File: config.mk
export PLATFORM = sky130hd
export DESIGN_NAME = pwm_bank
export DESIGN_NICKNAME = d
export VERILOG_FILES = /design/src/rtl/pwm_pkg.sv /design/src/rtl/pwm_compare.sv /design/src/rtl/pwm_bank.sv
export SDC_FILE = /design/constraint.sdc
export NUM_CORES = 2
export LEC_CHECK = 0
export CORE_ASPECT_RATIO = 0.5
export CORE_UTILIZATION = 30
export DETAILED_ROUTE_END_ITERATION = 7
export SLEW_MARGIN = 20
export SYNTH_ARGS = -nofsm -noshare
export SYNTH_HDL_FRONTEND = slang
export SYNTH_SLANG_ARGS = --single-unit
File: constraint.sdc
create_clock -name clk_i -period 4 [get_ports clk_i]
set_clock_uncertainty 0.05 [all_clocks]
set_input_delay 0.8 -clock clk_i [delete_from_list [all_inputs] [get_ports clk_i]]
set_output_delay 0.8 -clock clk_i [all_outputs]
set_load 0.005 [all_outputs]
File: src/rtl/pwm_pkg.sv
// Shared types and constants for the PWM bank: channel record layout,
// its reset value and the prescaler floor.
package pwm_pkg;

  localparam int PRESCALE_MIN = 3;
  localparam int CNT_MAX_W    = 16;

  // Counts are stored at the widest supported counter width and zero-extended.
  typedef struct packed {
    logic [CNT_MAX_W-1:0] on;
    logic [CNT_MAX_W-1:0] off;
    logic                 full_on;
    logic                 full_off;
  } chan_rec_t;

  localparam chan_rec_t CHAN_REC_RST = '{
    on:       '0,
    off:      '0,
    full_on:  1'b0,
    full_off: 1'b1
  };

endpackage

File: src/rtl/pwm_compare.sv
// Per-channel level decode: forced levels first, then the on/off window,
// which may straddle the counter wrap when on > off.
module pwm_compare
  import pwm_pkg::*;
#(
  parameter int CNT_W = 12
) (
  input  logic [CNT_W-1:0] cnt_i,
  input  chan_rec_t        rec_i,
  output logic             level_o
);

  logic [CNT_MAX_W-1:0] cnt;

  always_comb begin
    cnt     = CNT_MAX_W'(cnt_i);
    level_o = 1'b0;
    if (rec_i.full_off) begin
      level_o = 1'b0;
    end else if (rec_i.full_on) begin
      level_o = 1'b1;
    end else if (rec_i.on < rec_i.off) begin
      level_o = (cnt >= rec_i.on) && (cnt < rec_i.off);
    end else if (rec_i.on > rec_i.off) begin
      level_o = (cnt >= rec_i.on) || (cnt < rec_i.off);
    end
  end

endmodule

File: src/rtl/pwm_bank.sv
// Bank of NUM_CH PWM channels sharing one prescaler and period counter,
// with double-buffered channel records committed at wrap or immediately.
module pwm_bank
  import pwm_pkg::*;
#(
  parameter  int NUM_CH = 16,
  parameter  int CNT_W  = 12,
  parameter  int PRE_W  = 8,
  localparam int CH_W   = (NUM_CH > 1) ? $clog2(NUM_CH) : 1
) (
  input  logic              clk_i,
  input  logic              rst_ni,
  input  logic [PRE_W-1:0]  prescale_i,
  input  logic              sleep_i,
  input  logic              invert_i,
  input  logic              commit_mode_i,
  input  logic              wr_en_i,
  input  logic [CH_W-1:0]   wr_ch_i,
  input  logic [CNT_W-1:0]  wr_on_i,
  input  logic [CNT_W-1:0]  wr_off_i,
  input  logic              wr_full_on_i,
  input  logic              wr_full_off_i,
  output logic              wr_ack_o,
  output logic [CNT_W-1:0]  counter_o,
  output logic              period_start_o,
  output logic [NUM_CH-1:0] pwm_o
);

  logic [PRE_W-1:0]  pre_q, pre_d, pre_lim;
  logic [CNT_W-1:0]  cnt_q, cnt_d;
  logic              wr_ack_q, wr_ack_d;
  logic              ps_q, ps_d;
  logic [NUM_CH-1:0] pwm_q, pwm_d, level;
  logic              tick, wrap, wr_valid;
  chan_rec_t         wr_rec;
  chan_rec_t [NUM_CH-1:0] pend_q, pend_d, act_q, act_d;

  // Timebase. Using >= lets a shrinking prescale take effect at the next compare.
  always_comb begin
    pre_lim = (prescale_i < PRE_W'(PRESCALE_MIN)) ? PRE_W'(PRESCALE_MIN) : prescale_i;
    tick    = !sleep_i && (pre_q >= pre_lim);
    wrap    = tick && (cnt_q == '1);
    pre_d   = pre_q + 1'b1;
    cnt_d   = cnt_q;
    if (sleep_i) begin
      pre_d = '0;
      cnt_d = '0;
    end else if (tick) begin
      pre_d = '0;
      cnt_d = cnt_q + 1'b1;
    end
    ps_d = wrap;
  end

  // Channel records. A write landing on the wrap edge must win over the bulk copy.
  always_comb begin
    wr_valid = wr_en_i && (int'(wr_ch_i) < NUM_CH);
    wr_ack_d = wr_valid;
    wr_rec   = '{on:       CNT_MAX_W'(wr_on_i),
                 off:      CNT_MAX_W'(wr_off_i),
                 full_on:  wr_full_on_i,
                 full_off: wr_full_off_i};
    pend_d   = pend_q;
    act_d    = act_q;
    if (wrap && !commit_mode_i) act_d = pend_q;
    if (wr_valid) begin
      pend_d[wr_ch_i] = wr_rec;
      if (commit_mode_i || wrap) act_d[wr_ch_i] = wr_rec;
    end
  end

  for (genvar g = 0; g < NUM_CH; g++) begin : g_ch
    pwm_compare #(.CNT_W(CNT_W)) u_cmp (
      .cnt_i   (cnt_q),
      .rec_i   (act_q[g]),
      .level_o (level[g])
    );
  end

  always_comb pwm_d = level ^ {NUM_CH{invert_i}};

  always_ff @(posedge clk_i or negedge rst_ni) begin
    if (!rst_ni) begin
      pre_q    <= '0;
      cnt_q    <= '0;
      wr_ack_q <= 1'b0;
      ps_q     <= 1'b0;
      pwm_q    <= '0;
      pend_q   <= {NUM_CH{CHAN_REC_RST}};
      act_q    <= {NUM_CH{CHAN_REC_RST}};
    end else begin
      pre_q    <= pre_d;
      cnt_q    <= cnt_d;
      wr_ack_q <= wr_ack_d;
      ps_q     <= ps_d;
      pwm_q    <= pwm_d;
      pend_q   <= pend_d;
      act_q    <= act_d;
    end
  end

  assign wr_ack_o       = wr_ack_q;
  assign counter_o      = cnt_q;
  assign period_start_o = ps_q;
  assign pwm_o          = pwm_q;

endmodule

==> metrics list <==
- Result of the run: complete, no violations
- After detailed routing, the average wire length per cell comes to 20.33 um.
- Counting both buffers and inverters, the worst setup path holds a total of 3.
* Sequential area share after synthesis: 43.79%
- Final Instance Count excl. Fillers: 9174
- Pin count of the biggest net entering global routing: 109
* Total DRC errors in the routed layout: 0
- By startpoint and endpoint, the worst setup path is classified as register to register.
* Synthesized instance count: 6483
* Die W: 619.1 um
- The tool flagged a number of max-cap violations equal to 0.
* Setup repair after global routing missed its margin: false
* Part of the total power dissipated in combinational logic: 20.9%
- Cell Area, Placed: 62430 um^2
* Final worst path period need: 3.426 ns
- The total count of max-transition violations in the final report is 0.
* Sw power: 9.041 mW
- Yosys synthesis warning count: 0
* Die Ht: 310.5 um
- The worst setup path is launched from a register.
- Clock tree synthesis found a total of 998 sinks.
- Fill cells in the final layout number 18.99k.
* # port buffers: 73
- Std cell rows: 112
- Initial DRC count: 4268
- After synthesis, the share of flip-flops with an asynchronous set or reset is 100.0%.
- Routed wire length: 186500 um
- Among all stages on the critical path, the largest delay is contributed by sky130_fd_sc_hd__dfrtp_2.
- Inserted Clock Buffers: 107
* Number of antenna violations at the first check in global routing: 9
- Critical Path AT: 4.02 ns
* Final critical-path share of the clock period: 85.64%
* Global-route wire length before repair: 287600 um
- Clock-pin slew of the registers on the worst-case setup and hold paths: 0.06 ns
- Among all flip-flop cells after synthesis, the most frequent one is sky130_fd_sc_hd__dfrtp_1.
* Reg-to-Reg End: act_q[197]
- Post-Route Setup TNS: 0 ns
- In this run the cell area of the synthesized design comes to 57120 um^2.
- Power, Total: 29.81 mW
* Fraction of power consumed by sequential logic: 43.0%
- Measured in cells, the most critical reg-to-reg path has a length of 10.
- Summing all non-filler instances in the final layout gives an area of 66240 um^2.
- Post-route worst setup slack: 0.5745 ns
* Crit path cell chain: and4_1, and3_2, nand4_2, nor3b_2, nand4_4, clkinv_8, buf_12, buf_4, o22ai_1, a21oi_1
- Via count of the first global-routing pass: 47.21k
- Number of detailed-route iterations in the first pass: 5
- Core area: 187800 um^2
- DR vias: 48.91k
- Endpoints failing setup: 0
- Die Footprint: 192300 um^2
- The synthesized netlist contains 68 unique library cells.
- Final hold vios: 0
* Maximum ir drop on the vdd rail: 0.0003665 V
- Share of the core filled with cells: 35.28%
- Post-placement setup slack: 0.1055 ns
* Total of flip-flops plus latches after synthesis: 998
* Number of nets in the layout: 7246
- Dividing the detail-routed via count by the number of cells gives 5.332.
- The number of nets handed over by synthesis was 7161.
- The min-delay analysis places its worst path in the category register to register.
- Placed cell count: 8966
- Of the cells placed in the final design, the portion with a size suffix greater than 1 is 9.038%.
- TritonCTS clock tree: built
- Once the floorplan was initialized, standard cells occupied 30.42% of the core.
- Sum of overflow across all layers after global routing: 0
- The most critical setup path has its startpoint at counter_o[4].
- Headroom to the max-slew limit came out at 21.45%.
- Critical path endpoint: act_q[197]
- Net switching share of the total power: 30.33%
* Leakage power of the design: 33.29 nW
- Counting buffers and inverters, the worst setup path is 10 cells deep.
- Slack of the worst reg-to-reg path: 0.57 ns
* Syn Area/Cell: 8.811 um^2
- GRT Resource Usage Total: 19.04%
* Startpoint of the worst register-to-register path: counter_o[4]
* Placer congestion estimate: 0.8556
* Slew @ Worst Pin: 1.178 ns
- Half-perimeter wire length after detailed placement: 122300 um
* Cell at the root of the clock tree: sky130_fd_sc_hd__clkbuf_16
* Number of nets still failing antenna checks after routing: 0
* Clock power share: 36.0%
- Post-cts repair resize count: 0
- Number of enable-type register cells in the synthesized netlist: 0
* Clock Latency Late Sink: 0.74 ns
- Area added between synthesis and finish: 15.97%
- For the worst setup path, the data required time is 4.59 ns.
- The H-tree was split into 3 levels.
* Hold WS: 0.4087 ns
- The cell family contributing the most delay on the critical path is simple AND/OR/NAND/NOR gates.
* Clock tree buffer depth: 3
* Critical-path maximum fanout: 26
- Internal Pwr Total: 20.77 mW
* Endpoint kind of the worst setup timing path: register
- For this run, the slowest stage of the critical path takes 0.76 ns.
- Timing-limited maximum frequency: 0.2919 GHz
- Pwr per Cell Area: 450.0 nW/um^2
* IO Pins: 74
[cells by family (layout without fill, tap and decap cells)]
family	count (synthesis)	count (layout)	synth area share (%)
simple gates	1999	1999	15.16
fa+ha+maj	634	634	13.89
xor+xnor	28	28	0.4293
buf+inv	859	1037	5.886
flops	998	998	43.79
other cells	0	5	0
mux	2	2	0.03505
compound gates	1963	1963	20.81
[per-layer routing]
layer | track usage (%) | part of all wire [%] | up-vias
li1 | - | - | 23160
met4 | 6.829 | 3.8 | 0
met3 | 3.154 | 6.2 | 331
met2 | 30.82 | 46 | 1417
met5 | 0 | 0 | -
met1 | 25.60 | 44 | 24000
[sequential cells by signal, indices dropped and copies added, names as in the netlist]
name	flops
pre_q	8
wr_ack_o	1
pend_q	416
pwm_o	16
counter_o	12
act_q	544
period_start_o	1
[synthesized netlist by cell type (all sizes together) (29+ instances only)]
cell type  number  area share [%]
ha            634              14
o22ai         398             4.4
nand4          95             1.1
and2           97             1.1
nand3          76            0.69
nand2        1396             9.2
buf            74            0.72
nor2b          31            0.34
o21ai         369             3.2
a21o           98             1.3
clkbuf        310             2.0
o211ai        265             3.5
dfstp          32             1.5
a21oi         627             5.6
dfrtp         966              42
nor2          145            0.96
inv           474             3.1
a211oi         31            0.41
nor3           29            0.25
nand2b         33            0.36
[tightest hold or removal path, delay by kind of cell, from the launching register on]
family / cells / cell delay, ns
flops: 1 / 0.37
simple gates: 2 / 0.10
[layout make-up]
type	count	area, um^2	share of cell area (%)
Inverter	475	1803	2.722
Sequential cell	998	25040	37.80
Clock buffer	164	3306	4.990
Timing Repair Buffer	360	3591	5.421
Antenna cell	5	12.51	0.01889
Clock inverter	38	486.7	0.7348
Multi-Input combinational cell	4626	28870	43.58
Tap cell	2508	3138	4.737
[how the worst min path moves through the flow]
stage                           start  depth (start not counted)          end  slack (ns)
after global placement    pend_q[272]                          2  pend_q[272]        0.40
after detailed placement   pend_q[34]                          2   pend_q[34]        0.40
after CTS                  pend_q[34]                          2   pend_q[34]        0.41
final                      pend_q[34]                          2   pend_q[34]        0.41
after floorplan             pend_q[0]                          2    pend_q[0]        0.39
after global routing      pend_q[204]                          2  pend_q[204]        0.42
[cell usage in the layout (no fill, tap or decap), types with 28 or more instances in the layout]
cell,count
sky130_fd_sc_hd__inv_1,472
sky130_fd_sc_hd__a21oi_1,612
sky130_fd_sc_hd__nor2_1,132
sky130_fd_sc_hd__dfstp_2,32
sky130_fd_sc_hd__buf_12,66
sky130_fd_sc_hd__nand3_1,73
sky130_fd_sc_hd__nand4_1,93
sky130_fd_sc_hd__clkbuf_16,110
sky130_fd_sc_hd__a211oi_1,31
sky130_fd_sc_hd__ha_1,634
sky130_fd_sc_hd__nor2b_1,31
sky130_fd_sc_hd__o211ai_1,265
sky130_fd_sc_hd__a21o_1,98
sky130_fd_sc_hd__o21ai_1,78
sky130_fd_sc_hd__nand2_1,1387
sky130_fd_sc_hd__o21ai_0,291
sky130_fd_sc_hd__dfrtp_1,954
sky130_fd_sc_hd__clkdlybuf4s50_1,44
sky130_fd_sc_hd__nand2b_1,33
sky130_fd_sc_hd__o22ai_1,398
sky130_fd_sc_hd__buf_4,221
sky130_fd_sc_hd__and2_1,97
sky130_fd_sc_hd__nor4_1,28
sky130_fd_sc_hd__clkbuf_8,35
[timing repair]
item,4_1_cts,5_1_grt
hold buffers,1,0
hold endpoints to repair,11,0
setup buffers,0,0
[power groups by stage]
| stage | Clock [mW] | Sequential [mW] | Combinational [mW] |
|---|---|---|---|
| final | 10.7 | 12.8 | 6.23 |
| after global routing | 11.3 | 13.0 | 7.15 |
| after CTS | 11.0 | 12.8 | 6.23 |
| after detailed placement | 0 | 13.0 | 6.20 |
| after global placement | 0 | 13.0 | 6.03 |
| after floorplan | 0 | 12.7 | 4.39 |
Note: power is estimated with default switching activity, not from simulation.
